--- src/rtl/bpm_pkt_pkg.sv ---
// Shared constants for the BPM Aurora packet format: magic word, packet length,
// header/sum field positions and the parser state encoding.
package bpm_pkt_pkg;

  localparam logic [15:0] BPM_MAGIC     = 16'hA5BE;
  localparam int unsigned BPM_PKT_WORDS = 5;

  localparam int unsigned HDR_MAGIC_MSB = 31;
  localparam int unsigned HDR_MAGIC_LSB = 16;
  localparam int unsigned HDR_EN_BIT    = 15;
  localparam int unsigned HDR_CELL_MSB  = 14;
  localparam int unsigned HDR_CELL_LSB  = 10;
  localparam int unsigned HDR_FOFB_MSB  = 8;
  localparam int unsigned HDR_FOFB_LSB  = 0;

  localparam int unsigned SUM_CRC_BIT   = 31;
  localparam int unsigned SUM_CLIP_BIT  = 30;
  localparam int unsigned SUM_MSB       = 29;
  localparam int unsigned SUM_LSB       = 0;

  typedef enum logic [2:0] {
    ST_HDR     = 3'd0,
    ST_X       = 3'd1,
    ST_Y       = 3'd2,
    ST_S       = 3'd3,
    ST_CRC     = 3'd4,
    ST_DISCARD = 3'd5
  } parser_state_t;

endpackage

--- src/rtl/bpm_packet_parser_if.sv ---
// Aurora RX AXI stream into the BPM parser; no tready, the source never stalls.
interface bpm_packet_parser_if;
  logic [31:0] s_tdata;
  logic        s_tvalid;
  logic        s_tlast;

  modport master (output s_tdata, output s_tvalid, output s_tlast);
  modport slave  (input  s_tdata, input  s_tvalid, input  s_tlast);
endinterface

--- src/rtl/bpm_packet_parser.sv ---
// BPM packet parser: header/X/Y/S/CRC words into registered position outputs.
// Optional BPM_PARSER_STATS_EN adds stats_clear, pkt_count and err_count.
module bpm_packet_parser
  import bpm_pkt_pkg::*;
#(
  parameter logic [15:0] MAGIC     = BPM_MAGIC,
  parameter int unsigned PKT_WORDS = BPM_PKT_WORDS
) (
  input  logic                clk,
  input  logic                rst,
  bpm_packet_parser_if.slave  s_axis,
  output logic                bpm_valid,
  output logic                bpm_fofb_enabled,
  output logic [4:0]          bpm_cell_index,
  output logic [8:0]          bpm_fofb_index,
  output logic [31:0]         bpm_x,
  output logic [31:0]         bpm_y,
  output logic [29:0]         bpm_sum,
  output logic                bpm_crc_fault,
  output logic                bpm_adc_clip,
  output logic                err_magic,
  output logic                err_length
`ifdef BPM_PARSER_STATS_EN
  ,
  input  logic                stats_clear,
  output logic [15:0]         pkt_count,
  output logic [15:0]         err_count
`endif
);

  // The state sequence is hard-wired to header, X, Y, S, CRC.
  if (PKT_WORDS != BPM_PKT_WORDS) begin : g_pkt_words_check
    $error("bpm_packet_parser supports only a 5-word packet");
  end

  parser_state_t state, state_nxt;

  logic        ld_hdr, ld_x, ld_y, ld_s, publish, magic_bad, len_bad;
  logic        magic_ok;

  logic        sh_en, sh_crc, sh_clip;
  logic [4:0]  sh_cell;
  logic [8:0]  sh_fofb;
  logic [31:0] sh_x, sh_y;
  logic [29:0] sh_sum;

  assign magic_ok = (s_axis.s_tdata[HDR_MAGIC_MSB:HDR_MAGIC_LSB] == MAGIC);

  always_ff @(posedge clk or posedge rst) begin
    if (rst) state <= ST_HDR;
    else     state <= state_nxt;
  end

  always_comb begin
    state_nxt = state;
    ld_hdr    = 1'b0;
    ld_x      = 1'b0;
    ld_y      = 1'b0;
    ld_s      = 1'b0;
    publish   = 1'b0;
    magic_bad = 1'b0;
    len_bad   = 1'b0;
    if (s_axis.s_tvalid) begin
      unique case (state)
        ST_HDR: begin
          if (magic_ok) begin
            ld_hdr    = 1'b1;
            state_nxt = ST_X;
          end else begin
            magic_bad = 1'b1;
            // A bad single-beat frame is already over, so nothing to discard.
            state_nxt = s_axis.s_tlast ? ST_HDR : ST_DISCARD;
          end
        end
        ST_X: begin
          if (s_axis.s_tlast) begin
            len_bad   = 1'b1;
            state_nxt = ST_HDR;
          end else begin
            ld_x      = 1'b1;
            state_nxt = ST_Y;
          end
        end
        ST_Y: begin
          if (s_axis.s_tlast) begin
            len_bad   = 1'b1;
            state_nxt = ST_HDR;
          end else begin
            ld_y      = 1'b1;
            state_nxt = ST_S;
          end
        end
        ST_S: begin
          if (s_axis.s_tlast) begin
            len_bad   = 1'b1;
            state_nxt = ST_HDR;
          end else begin
            ld_s      = 1'b1;
            state_nxt = ST_CRC;
          end
        end
        ST_CRC: begin
          if (s_axis.s_tlast) begin
            publish   = 1'b1;
            state_nxt = ST_HDR;
          end else begin
            len_bad   = 1'b1;
            state_nxt = ST_DISCARD;
          end
        end
        ST_DISCARD: begin
          if (s_axis.s_tlast) state_nxt = ST_HDR;
        end
        default: state_nxt = ST_HDR;
      endcase
    end
  end

  always_ff @(posedge clk or posedge rst) begin
    if (rst) begin
      sh_en   <= 1'b0;
      sh_cell <= '0;
      sh_fofb <= '0;
      sh_x    <= '0;
      sh_y    <= '0;
      sh_sum  <= '0;
      sh_crc  <= 1'b0;
      sh_clip <= 1'b0;
    end else begin
      if (ld_hdr) begin
        sh_en   <= s_axis.s_tdata[HDR_EN_BIT];
        sh_cell <= s_axis.s_tdata[HDR_CELL_MSB:HDR_CELL_LSB];
        sh_fofb <= s_axis.s_tdata[HDR_FOFB_MSB:HDR_FOFB_LSB];
      end
      if (ld_x) sh_x <= s_axis.s_tdata;
      if (ld_y) sh_y <= s_axis.s_tdata;
      if (ld_s) begin
        sh_crc  <= s_axis.s_tdata[SUM_CRC_BIT];
        sh_clip <= s_axis.s_tdata[SUM_CLIP_BIT];
        sh_sum  <= s_axis.s_tdata[SUM_MSB:SUM_LSB];
      end
    end
  end

  always_ff @(posedge clk or posedge rst) begin
    if (rst) begin
      bpm_valid        <= 1'b0;
      bpm_fofb_enabled <= 1'b0;
      bpm_cell_index   <= '0;
      bpm_fofb_index   <= '0;
      bpm_x            <= '0;
      bpm_y            <= '0;
      bpm_sum          <= '0;
      bpm_crc_fault    <= 1'b0;
      bpm_adc_clip     <= 1'b0;
      err_magic        <= 1'b0;
      err_length       <= 1'b0;
    end else begin
      bpm_valid  <= publish;
      err_magic  <= magic_bad;
      err_length <= len_bad;
      if (publish) begin
        bpm_fofb_enabled <= sh_en;
        bpm_cell_index   <= sh_cell;
        bpm_fofb_index   <= sh_fofb;
        bpm_x            <= sh_x;
        bpm_y            <= sh_y;
        bpm_sum          <= sh_sum;
        bpm_crc_fault    <= sh_crc;
        bpm_adc_clip     <= sh_clip;
      end
    end
  end

`ifdef BPM_PARSER_STATS_EN
  always_ff @(posedge clk or posedge rst) begin
    if (rst) begin
      pkt_count <= '0;
      err_count <= '0;
    end else if (stats_clear) begin
      pkt_count <= '0;
      err_count <= '0;
    end else begin
      if (bpm_valid)              pkt_count <= pkt_count + 16'd1;
      if (err_magic || err_length) err_count <= err_count + 16'd1;
    end
  end
`endif

endmodule

--- src/flat_wrapper.sv ---
// flat-port wrapper written by rule: the top's interface ports become plain ports
module bpm_packet_parser_flat import bpm_pkt_pkg::*;
#(
  parameter logic [15:0] MAGIC     = BPM_MAGIC,
  parameter int unsigned PKT_WORDS = BPM_PKT_WORDS
)
  (clk, rst, bpm_valid, bpm_fofb_enabled, bpm_cell_index, bpm_fofb_index, bpm_x, bpm_y, bpm_sum, bpm_crc_fault, bpm_adc_clip, err_magic, err_length, s_axis_s_tdata, s_axis_s_tvalid, s_axis_s_tlast);
  bpm_packet_parser_if s_axis_i ();
  input  logic clk;
  input  logic rst;
  output logic bpm_valid;
  output logic bpm_fofb_enabled;
  output logic [4:0] bpm_cell_index;
  output logic [8:0] bpm_fofb_index;
  output logic [31:0] bpm_x;
  output logic [31:0] bpm_y;
  output logic [29:0] bpm_sum;
  output logic bpm_crc_fault;
  output logic bpm_adc_clip;
  output logic err_magic;
  output logic err_length;
  input wire logic [$bits(s_axis_i.s_tdata)-1:0] s_axis_s_tdata;
  input wire logic [$bits(s_axis_i.s_tvalid)-1:0] s_axis_s_tvalid;
  input wire logic [$bits(s_axis_i.s_tlast)-1:0] s_axis_s_tlast;
  assign s_axis_i.s_tdata = s_axis_s_tdata;
  assign s_axis_i.s_tvalid = s_axis_s_tvalid;
  assign s_axis_i.s_tlast = s_axis_s_tlast;
  bpm_packet_parser #(.MAGIC(MAGIC), .PKT_WORDS(PKT_WORDS)) u_core (.clk(clk), .rst(rst), .s_axis(s_axis_i), .bpm_valid(bpm_valid), .bpm_fofb_enabled(bpm_fofb_enabled), .bpm_cell_index(bpm_cell_index), .bpm_fofb_index(bpm_fofb_index), .bpm_x(bpm_x), .bpm_y(bpm_y), .bpm_sum(bpm_sum), .bpm_crc_fault(bpm_crc_fault), .bpm_adc_clip(bpm_adc_clip), .err_magic(err_magic), .err_length(err_length));
endmodule
--- config.mk ---
export PLATFORM = sky130hd
export DESIGN_NAME = bpm_packet_parser_flat
export DESIGN_NICKNAME = d
export VERILOG_FILES = /design/src/rtl/bpm_pkt_pkg.sv /design/src/rtl/bpm_packet_parser_if.sv /design/src/rtl/bpm_packet_parser.sv /design/src/flat_wrapper.sv
export SDC_FILE = /design/constraint.sdc
export NUM_CORES = 1
export LEC_CHECK = 0
export ABC_AREA = 1
export ABC_CLOCK_PERIOD_IN_PS = 12700
export BUFFER_PORTS_ARGS = -buffer_cell sky130_fd_sc_hd__buf_2
export CORE_ASPECT_RATIO = 0.6
export CORE_MARGIN = 3
export CORE_UTILIZATION = 47
export DETAILED_ROUTE_END_ITERATION = 10
export HOLD_SLACK_MARGIN = 0.06
export PLACE_DENSITY = 0.69
export SLEW_MARGIN = 20
export SYNTH_ARGS = -nofsm -noshare
export SYNTH_HDL_FRONTEND = slang
export SYNTH_SLANG_ARGS = --single-unit
--- constraint.sdc ---
create_clock -name clk -period 12.7 [get_ports clk]
set_clock_uncertainty 0.05 [all_clocks]
set_input_delay 0.635 -clock clk [delete_from_list [all_inputs] [get_ports clk]]
set_output_delay 0.635 -clock clk [all_outputs]
set_load 0.02 [all_outputs]
==> impl_results.md <==
* Status: completed
* Power Dens Cells at 256 mW/mm²
* Yosys warnings at 0
* VDD IR max at 0.000165 V
* Area leader, netlist: dfrtp_1
* Layout cells sized above 1 at 19.6%
* Psw at 963 µW
* Switch share at 36.8%
* Antenna violations before repair at 0
* Seq cells post-synth at 228
* Internal power at 1.66 mW
* Wire length on met2 at 7490 µm
* Final worst setup slack at 9940 ps
* Routability cong. at 0.915
* Cell Rows at 38
* Ports at 150
* Sequential-to-total area share from yosys stat at 65.0%
* EDFF count, synth at 0
* Final WL at 20300 µm
* Vias in the first global route at 5855
* Met3 WL at 1260 µm
* Clock sinks at 228
* Syn_area_per_cell at 9.49 µm²
* Detail Route Antenna Nets at 0
* Met1 WL at 11200 µm
* Starting Density at 48.2%
* Post-DP HPWL at 13400 µm
* Worst-margin pin slew at 1050 ps
* Syn Inst Count at 925
* Setup Buffers After CTS at 0
* Total global-route track usage at 20.1%
* Slew headroom at 30.1%
* Clock Latency Late Sink at 480 ps
* Critical path endpoint category: flop
* Vias at 6355
* Final #Nets at 1093
* Worst Path Max Fanout at 92
* CTS resizes at 0
* Max Cap Viol at 0
* Die width at 182 µm
* Sequential Power Share at 45.8%
* Placed Instance Area at 0.00955 mm²
* Post-synthesis async set-or-reset flop share at 100%
* Iteration-0 DRC Markers at 606
* Syn nets at 961
* CTS root buf: clkbuf_16
* Combinational power share at 30.5%
* Chip height at 112 µm
* Worst EP arrival at 3130 ps
* Crit path kind: reg -> reg
* Worst path required time at 13070 ps
* Layout overhead on the synthesized area at 16.5%
* Cell Area, Synth at 0.00878 mm²
* Drt drc at 0
* Highest metal used: met4
* CTS HTree Levels at 1
* Fin util at 56.2%
* Unrepaired setup endpoints after global routing: no
* Vias per cell at 4.85
* First-pass GRT wire length at 32900 µm
* Worst hold path class: in -> async
* Startpoint Class: flop
* GRT overflow at 0
* Clock transition at path regs at 70 ps
* Pins Over Slew Limit at 0
* Final instance area at 0.0102 mm²
* Yosys top cell area share at 65.0%
* Hold-fix buffers at CTS at 0
* Fin crit share at 21.7%
* Pre-antenna DRT Iters at 5
* CTS tree: built
* Most used DFF post-synth: dfrtp_1
* Top post-synthesis cells by area: dfrtp_1, nand2_1, o21ai_0, inv_1, buf_6
* DP Worst Slack at 9710 ps
* Hold Violations, Final at 0
* CTS buffer count at 21
* Core area at 0.0182 mm²
* Final setup vio count at 0
* Routed wire per std cell at 15.5 µm
* Max Freq at 0.363 GHz
* Total negative slack at 0 ps
* Clock group share of total power at 23.7%
* Yosys cell types at 23
* Clock Path Buffers at 3
* Largest net degree at the start of global routing at 115
* Pleak at 5.63 nW
* Number of buffers added on ports at 149
* Die footprint at 0.0204 mm²
* Minimum clock period at 2760 ps
-- cells by family after synthesis --
group / Yosys count / share of synthesized area, %
AO/OA/AOI/OAI: 163 / 9.33
flip-flops: 228 / 65.0
buffers and inverters: 138 / 7.68
AND/OR/NAND/NOR: 396 / 18.0
-- critical path, stage by stage (launching register included) --
cell,delay [ps]
dfrtp_1,460
nor2_2,150
inv_2,80
nor2_4,110
nand3_4,650
inv_4,890
nand2_1,120
nand2_1,110
-- registers in the layout (all words and copies together), names as in the netlist, 3 cells and up --
| register | flops |
|---|---|
| u_core.bpm_y | 32 |
| u_core.state | 3 |
| u_core.sh_sum | 30 |
| u_core.bpm_fofb_index | 9 |
| u_core.sh_y | 32 |
| u_core.bpm_sum | 30 |
| u_core.sh_cell | 5 |
| u_core.bpm_cell_index | 5 |
| u_core.sh_x | 32 |
| u_core.bpm_x | 32 |
| u_core.sh_fofb | 9 |
-- cells in the final DEF (no fill, tap or decap), types with 3 or more instances in the layout --
cell type / synthesis / layout
buf_2: 11 / 149
buf_4: 7 / 6
clkbuf_1: 13 / 5
clkbuf_16: 0 / 21
clkbuf_8: 0 / 6
dfrtp_1: 228 / 228
inv_1: 89 / 88
nand2_1: 365 / 365
nand2_2: 10 / 10
nand3_1: 3 / 3
nor2_1: 7 / 7
nor2_2: 3 / 3
nor2_4: 3 / 3
o21ai_0: 130 / 130
o21ai_1: 30 / 30
-- power by group through the flow --
| stage | sequential, mW | clock (mW) | combinational [mW] |
|---|---|---|---|
| 2_1_floorplan | 1.40 | 0 | 0.317 |
| 3_3_place_gp | 1.20 | 0 | 0.791 |
| 3_5_place_dp | 1.21 | 0 | 0.809 |
| 4_1_cts | 1.20 | 0.637 | 0.812 |
| 5_1_grt | 1.24 | 0.665 | 0.891 |
| 6_report | 1.20 | 0.621 | 0.799 |
-- worst paths after layout --
| path | slack (ps) | cells past startpoint | to | startpoint |
|---|---|---|---|---|
| hold / removal | 210 | 2 | u_core.bpm_y[5] | rst |
| hold reg to reg | 410 | 2 | u_core.bpm_x[15] | u_core.sh_x[15] |
| min in group clk | 320 | 3 | u_core.sh_y[9] | s_axis_s_tdata[9] |
| setup reg to reg | 9940 | 7 | u_core.bpm_sum[1] | u_core.state[1] |
| setup / recovery | 9940 | 7 | u_core.bpm_sum[1] | u_core.state[1] |
| max in group asynchronous | 10980 | 3 | u_core.bpm_sum[27] | rst |
-- through the flow --
stage	hold slack [ps]	instances	total power, mW
6_report	208	1311	2.62
5_1_grt	284	1310	2.79
4_1_cts	268	1310	2.65
3_5_place_dp	403	1274	2.02
3_3_place_gp	401	1274	1.99
2_1_floorplan	392	925	1.71
-- synthesized netlist by cell type (all sizes together) (6+ instances only) --
library cell / count
dfrtp: 228
clkbuf: 13
nor2: 13
o21ai: 160
buf: 33
nand3: 6
nand2: 375
inv: 92
-- final cells by class --
class / instances / area, µm²
antenna: 1 / 2.50
clock buffer: 32 / 627
clock inverter: 4 / 48.8
fill: 1663 / 7980
inverter: 92 / 355
multi-input combinational: 559 / 2400
sequential: 228 / 5710
tap: 240 / 300
timing repair buffer: 155 / 791
-- routing by layer --
layer	vias up	GRT usage, %
met5	-	0
met4	0	4.01
met3	27	4.44
met2	157	24.5
met1	3049	35.4
li1	3122	-
Note: power is estimated with default switching activity, not from simulation.
